<file path="src/rtl/serial_tx_scheduler.sv">
// serial_tx_scheduler: round-robin arbiter sharing one 8N1 serial TX line.
// Ports: clk, reset (sync, active-high), enable, req_valid/req_data in,
//   req_ready (one-hot accept), serial_out, busy, grant_id, frame_done.
module serial_tx_scheduler #(
    parameter int NUM_REQ      = 4,
    parameter int CLKS_PER_BIT = 4,
    parameter int ID_W         = $clog2(NUM_REQ)
) (
    input  logic                 clk,
    input  logic                 reset,
    input  logic                 enable,
    input  logic [NUM_REQ-1:0]   req_valid,
    input  logic [NUM_REQ*8-1:0] req_data,
    output logic [NUM_REQ-1:0]   req_ready,
    output logic                 serial_out,
    output logic                 busy,
    output logic [ID_W-1:0]      grant_id,
    output logic                 frame_done
);

    localparam int DIV_W =
        (CLKS_PER_BIT > 1) ? $clog2(CLKS_PER_BIT) : 1;
    localparam logic [DIV_W-1:0] DIV_RELOAD =
        DIV_W'(CLKS_PER_BIT - 1);

    typedef enum logic [1:0] {
        IDLE,
        START,
        DATA,
        STOP
    } state_t;

    state_t          state_q, state_d;
    logic [DIV_W-1:0] div_q, div_d;
    logic [2:0]      bit_q, bit_d;
    logic [7:0]      data_q, data_d;
    logic [ID_W-1:0] ptr_q, ptr_d;
    logic [ID_W-1:0] grant_q, grant_d;
    logic            serial_q, serial_d;
    logic            done_q, done_d;

    logic            found;
    logic [ID_W-1:0] win;
    logic [ID_W-1:0] idx;
    logic            take;
    logic            bit_end;

    // Scan from the pointer upward, wrapping, first valid wins.
    always_comb begin
        found = 1'b0;
        win   = ptr_q;
        idx   = '0;
        for (int off = 0; off < NUM_REQ; off++) begin
            idx = ID_W'((int'(ptr_q) + off) % NUM_REQ);
            if (!found && req_valid[idx]) begin
                found = 1'b1;
                win   = idx;
            end
        end
    end

    assign take = (state_q == IDLE) && enable
                  && !reset && found;

    assign req_ready = take
        ? (NUM_REQ'(1) << win)
        : '0;

    assign bit_end = (div_q == '0);

    always_comb begin
        state_d  = state_q;
        div_d    = div_q;
        bit_d    = bit_q;
        data_d   = data_q;
        ptr_d    = ptr_q;
        grant_d  = grant_q;
        serial_d = serial_q;
        done_d   = 1'b0;
        unique case (state_q)
            IDLE: begin
                serial_d = 1'b1;
                if (take) begin
                    data_d   = req_data[int'(win)*8 +: 8];
                    grant_d  = win;
                    ptr_d    = ID_W'((int'(win) + 1) % NUM_REQ);
                    div_d    = DIV_RELOAD;
                    serial_d = 1'b0;
                    state_d  = START;
                end
            end
            START: begin
                if (bit_end) begin
                    state_d  = DATA;
                    bit_d    = 3'd0;
                    div_d    = DIV_RELOAD;
                    serial_d = data_q[0];
                end else begin
                    div_d = div_q - DIV_W'(1);
                end
            end
            DATA: begin
                if (bit_end) begin
                    div_d = DIV_RELOAD;
                    if (bit_q == 3'd7) begin
                        state_d  = STOP;
                        serial_d = 1'b1;
                    end else begin
                        bit_d    = bit_q + 3'd1;
                        serial_d = data_q[bit_q + 3'd1];
                    end
                end else begin
                    div_d = div_q - DIV_W'(1);
                end
            end
            STOP: begin
                if (bit_end) begin
                    state_d  = IDLE;
                    done_d   = 1'b1;
                    serial_d = 1'b1;
                end else begin
                    div_d = div_q - DIV_W'(1);
                end
            end
            default: begin
                state_d  = IDLE;
                serial_d = 1'b1;
            end
        endcase
    end

    always_ff @(posedge clk) begin
        if (reset) begin
            state_q  <= IDLE;
            div_q    <= '0;
            bit_q    <= '0;
            data_q   <= '0;
            ptr_q    <= '0;
            grant_q  <= '0;
            serial_q <= 1'b1;
            done_q   <= 1'b0;
        end else begin
            state_q  <= state_d;
            div_q    <= div_d;
            bit_q    <= bit_d;
            data_q   <= data_d;
            ptr_q    <= ptr_d;
            grant_q  <= grant_d;
            serial_q <= serial_d;
            done_q   <= done_d;
        end
    end

    assign serial_out = serial_q;
    assign busy       = (state_q != IDLE);
    assign grant_id   = grant_q;
    assign frame_done = done_q;

endmodule

</file>
<file path="config.mk">
export PLATFORM = sky130hd
export DESIGN_NAME = serial_tx_scheduler
export DESIGN_NICKNAME = d
export VERILOG_FILES = /design/src/rtl/serial_tx_scheduler.sv
export SDC_FILE = /design/constraint.sdc
export NUM_CORES = 1
export LEC_CHECK = 0
export ABC_AREA = 1
export BUFFER_PORTS_ARGS = -buffer_cell sky130_fd_sc_hd__buf_2
export CORE_MARGIN = 2
export CORE_UTILIZATION = 35
export DETAILED_ROUTE_END_ITERATION = 12
export HOLD_SLACK_MARGIN = 0.12
export RECOVER_POWER = 25
export SYNTH_ARGS = -nofsm -noshare
export SYNTH_HDL_FRONTEND = slang
export SYNTH_SLANG_ARGS = --single-unit
</file>
<file path="constraint.sdc">
create_clock -name clk -period 1.9 [get_ports clk]
set_input_delay 0.095 -clock clk [delete_from_list [all_inputs] [get_ports clk]]
set_output_delay 0.095 -clock clk [all_outputs]
set_load 0.01 [all_outputs]
</file>
==> results_dict.tcl <==
set metrics [dict create \
    hold_buffers 0 \
    p_seq_share_pct 16.2 \
    end_kind "output port" \
    die-area_um2 6150 \
    core_area_um2 5440 \
    switching_share_pct 49.4 \
    chipHeight_um 78.4 \
    n_antenna_cell 0 \
    synth_commonest_cells "117 x nand2_1, 49 x nand3_1, 30 x inv_1" \
    ant_nets 0 \
    antenna_found_initial 0 \
    dr_total_vias 2275 \
    fill_cells 524 \
    synth_edf_count 0 \
    synth.most_common_cell "nand2_1" \
    portBuffers 47 \
    fin_tns_setup_ns -0.643 \
    relSlewSlack_pct 72.0 \
    p_per_area_nw_per_um2 1550 \
    startpoint "ptr_q[0]" \
    timing.final.crit_share_pct 108 \
    htreeDepth 1 \
    worstSetupStartpointType "register" \
    violations "setup timing" \
    setup_ws_ns -0.148 \
    clockPowerShare_pct 6.6 \
    vdd_ir_drop_max_v 0.000713 \
    max_cap_violations 0 \
    grt_max_degree 17 \
    fmax_mhz 488 \
    hold_viol_final 0 \
    yosys.area.top_type "nand2_1" \
    synth.top_cell.area_share_pct 22.7 \
    hp-class "in -> reg" \
    cts_tree "yes" \
    required_ns 1.80 \
    dp_hpwl_um 3830 \
    totalWireLength_um 5580 \
    cts-root-buf "clkbuf_8" \
    whs_path_depth 2 \
    ff2ff_setup_slack_ns -0.06 \
    critPathKind "reg -> out" \
    slew_viol_final 0 \
    area_growth_pct 48.5 \
    clock_sinks 21 \
    synth_nets 361 \
    synthCells 314 \
    cp.arrival_ns 1.95 \
    vias_per_cell 4.85 \
    ys_warn_count 0 \
    p_comb_share_pct 77.2 \
    synth.area.top_cells "nand2_1 23%, dfxtp_1 22%, nand3_1 13%, inv_1 5.8%, ha_1 5.2%" \
    holdWs_ns 0.173 \
    status "finished with violations" \
    io_pins 48 \
    p_leak_nw 1.48 \
    fp.dieW_um 78.4 \
    first_pass_iters 4 \
    cts_made_buffers 3 \
    final_nets 445 \
    cts.clk_slew.worst_paths_ns 0.07 \
    routedWlPerCell_um 11.9 \
    worstPathMaxFanout 8 \
    reg2reg_from "ptr_q[0]" \
    cts.path.max_buffers 2 \
    hp-start "reset" \
    r2r_end "grant_id[0]" \
    regArea_um2 428 \
    row_count 27 \
    synth_seq_cells 21 \
    fin_util_pct 52.9 \
    async_flop_share_pct 0 \
    multi_input_area_um2 1520 \
    setup_viol 10 \
    grt_remaining_overflow 0 \
    grt_first_pass_wirelength_um 8880 \
    switchingPower_mw 2.20 \
    start_util_pct 35.6 \
    drtIter0Drc 79 \
    worst_pin_slew_ns 0.420 \
    ys.flop_type "dfxtp_1" \
    clk-insertion-delay-late_ns 0.26 \
    reg2reg_depth 14 \
    min_to "ptr_q[0]" \
    grt_pass1_vias 2193 \
    grt_usage_pct 17.3 \
    grt_setup_unrepaired "yes" \
    gp_congestion 0.818 \
    p_total_mw 4.45 \
    drc 0 \
    p_int_mw 2.26 \
    syn_area_per_cell_um2 6.17 \
    clock_skew_ns 0.00300 \
    netlist_area_um2 1940 \
    ys_types 28 \
    finalCriticalPeriod_ns 2.05 \
    drive_gt1_share_pct 45.1 \
    seq_area_frac_synth_pct 21.7 \
]
## power by group through the flow
stage	logic (mW)	clock network (mW)	registers, mW
finish	3.44	0.293	0.721
global route	3.82	0.329	0.739
CTS	3.01	0.306	0.709
detailed placement	2.74	0	0.709
global placement	2.71	0	0.707
floorplan	1.90	0	0.687
## final cells by class
class / instances / share of cell area, %
multi-input cells: 249 / 52.7
repair buffers: 88 / 22.6
flip-flops and latches: 21 / 14.9
inverters: 34 / 4.87
well taps: 72 / 3.13
clock buffers: 4 / 1.56
repair inverters: 1 / 0.217
## metrics by stage
step / cell area (um^2) / cells / setup slack, ns
after detailed placement: 2410 / 445 / -0.0800
after global placement: 2410 / 445 / -0.0429
final: 2880 / 469 / -0.148
after global routing: 2880 / 469 / -0.271
after CTS: 2650 / 462 / -0.0983
after floorplan: 1940 / 314 / 0.193
## kinds of logic (layout without fill, tap and decap cells)
| family | count (synthesis) | count (layout) | share of synthesized area, % |
|---|---|---|---|
| flip-flops | 21 | 21 | 21.7 |
| AND/OR/NAND/NOR | 210 | 211 | 52.7 |
| buffers and inverters | 45 | 127 | 11.7 |
| AO/OA/AOI/OAI | 30 | 30 | 8.78 |
| adder cells (fa/ha/maj) | 8 | 8 | 5.16 |
## registers in the layout (all words and copies together) (netlist names)
signal,count
ptr_q,2
frame_done,1
grant_id,2
data_q,8
bit_q,3
serial_out,1
div_q,2
state_q,2
## worst max-delay path: stages (launching register included)
cell and delay, ns:
dfxtp_4 0.43, buf_8 0.15, nand2_2 0.05, nand2_2 0.08, nand2_1 0.09, nand2_4 0.10, nand4_4 0.15, inv_4 0.10
nand2_2 0.07, nand2_2 0.09, buf_6 0.11, nand2_1 0.04, nor2_1 0.09, buf_2 0.13
## routing by layer
metal / vias up / share of wire [%] / track usage, %
met2: 49 / 50 / 32.0
met4: 0 / 2.4 / 5.61
met3: 14 / 3.0 / 2.53
met5: - / 0 / 0
met1: 1030 / 45 / 20.5
li1: 1182 / - / -
## repair_timing
action                                 in CTS  in global routing
cloned                                      0                  2
endpoints found under the hold margin       0                  0
pin swaps                                  21                 22
setup endpoints to repair                  11                 21
gates resized for setup                    31                 48
setup buffers                              13                  5
## worst max-delay path by stage
| stage | to |
|---|---|
| floorplan | ptr_q[1] |
| global placement | data_q[1] |
| detailed placement | data_q[1] |
| CTS | req_ready[1] |
| global route | req_ready[0] |
| finish | req_ready[0] |
## cell usage in the layout (no fill, tap or decap), types with 2 or more instances in the layout
cell	n
nand3_1	34
nor2_1	12
inv_1	29
clkbuf_1	3
nand2_4	11
dfxtp_4	2
nand2_2	34
buf_2	44
clkbuf_8	3
a21oi_1	12
buf_6	7
nand2_1	88
nor2_4	3
buf_4	28
inv_4	3
ha_1	8
o21ai_2	4
nand3_2	25
buf_12	6
nand4_4	2
inv_2	2
dfxtp_1	19
o21ai_0	9
Power figures use the tool's default switching activity.
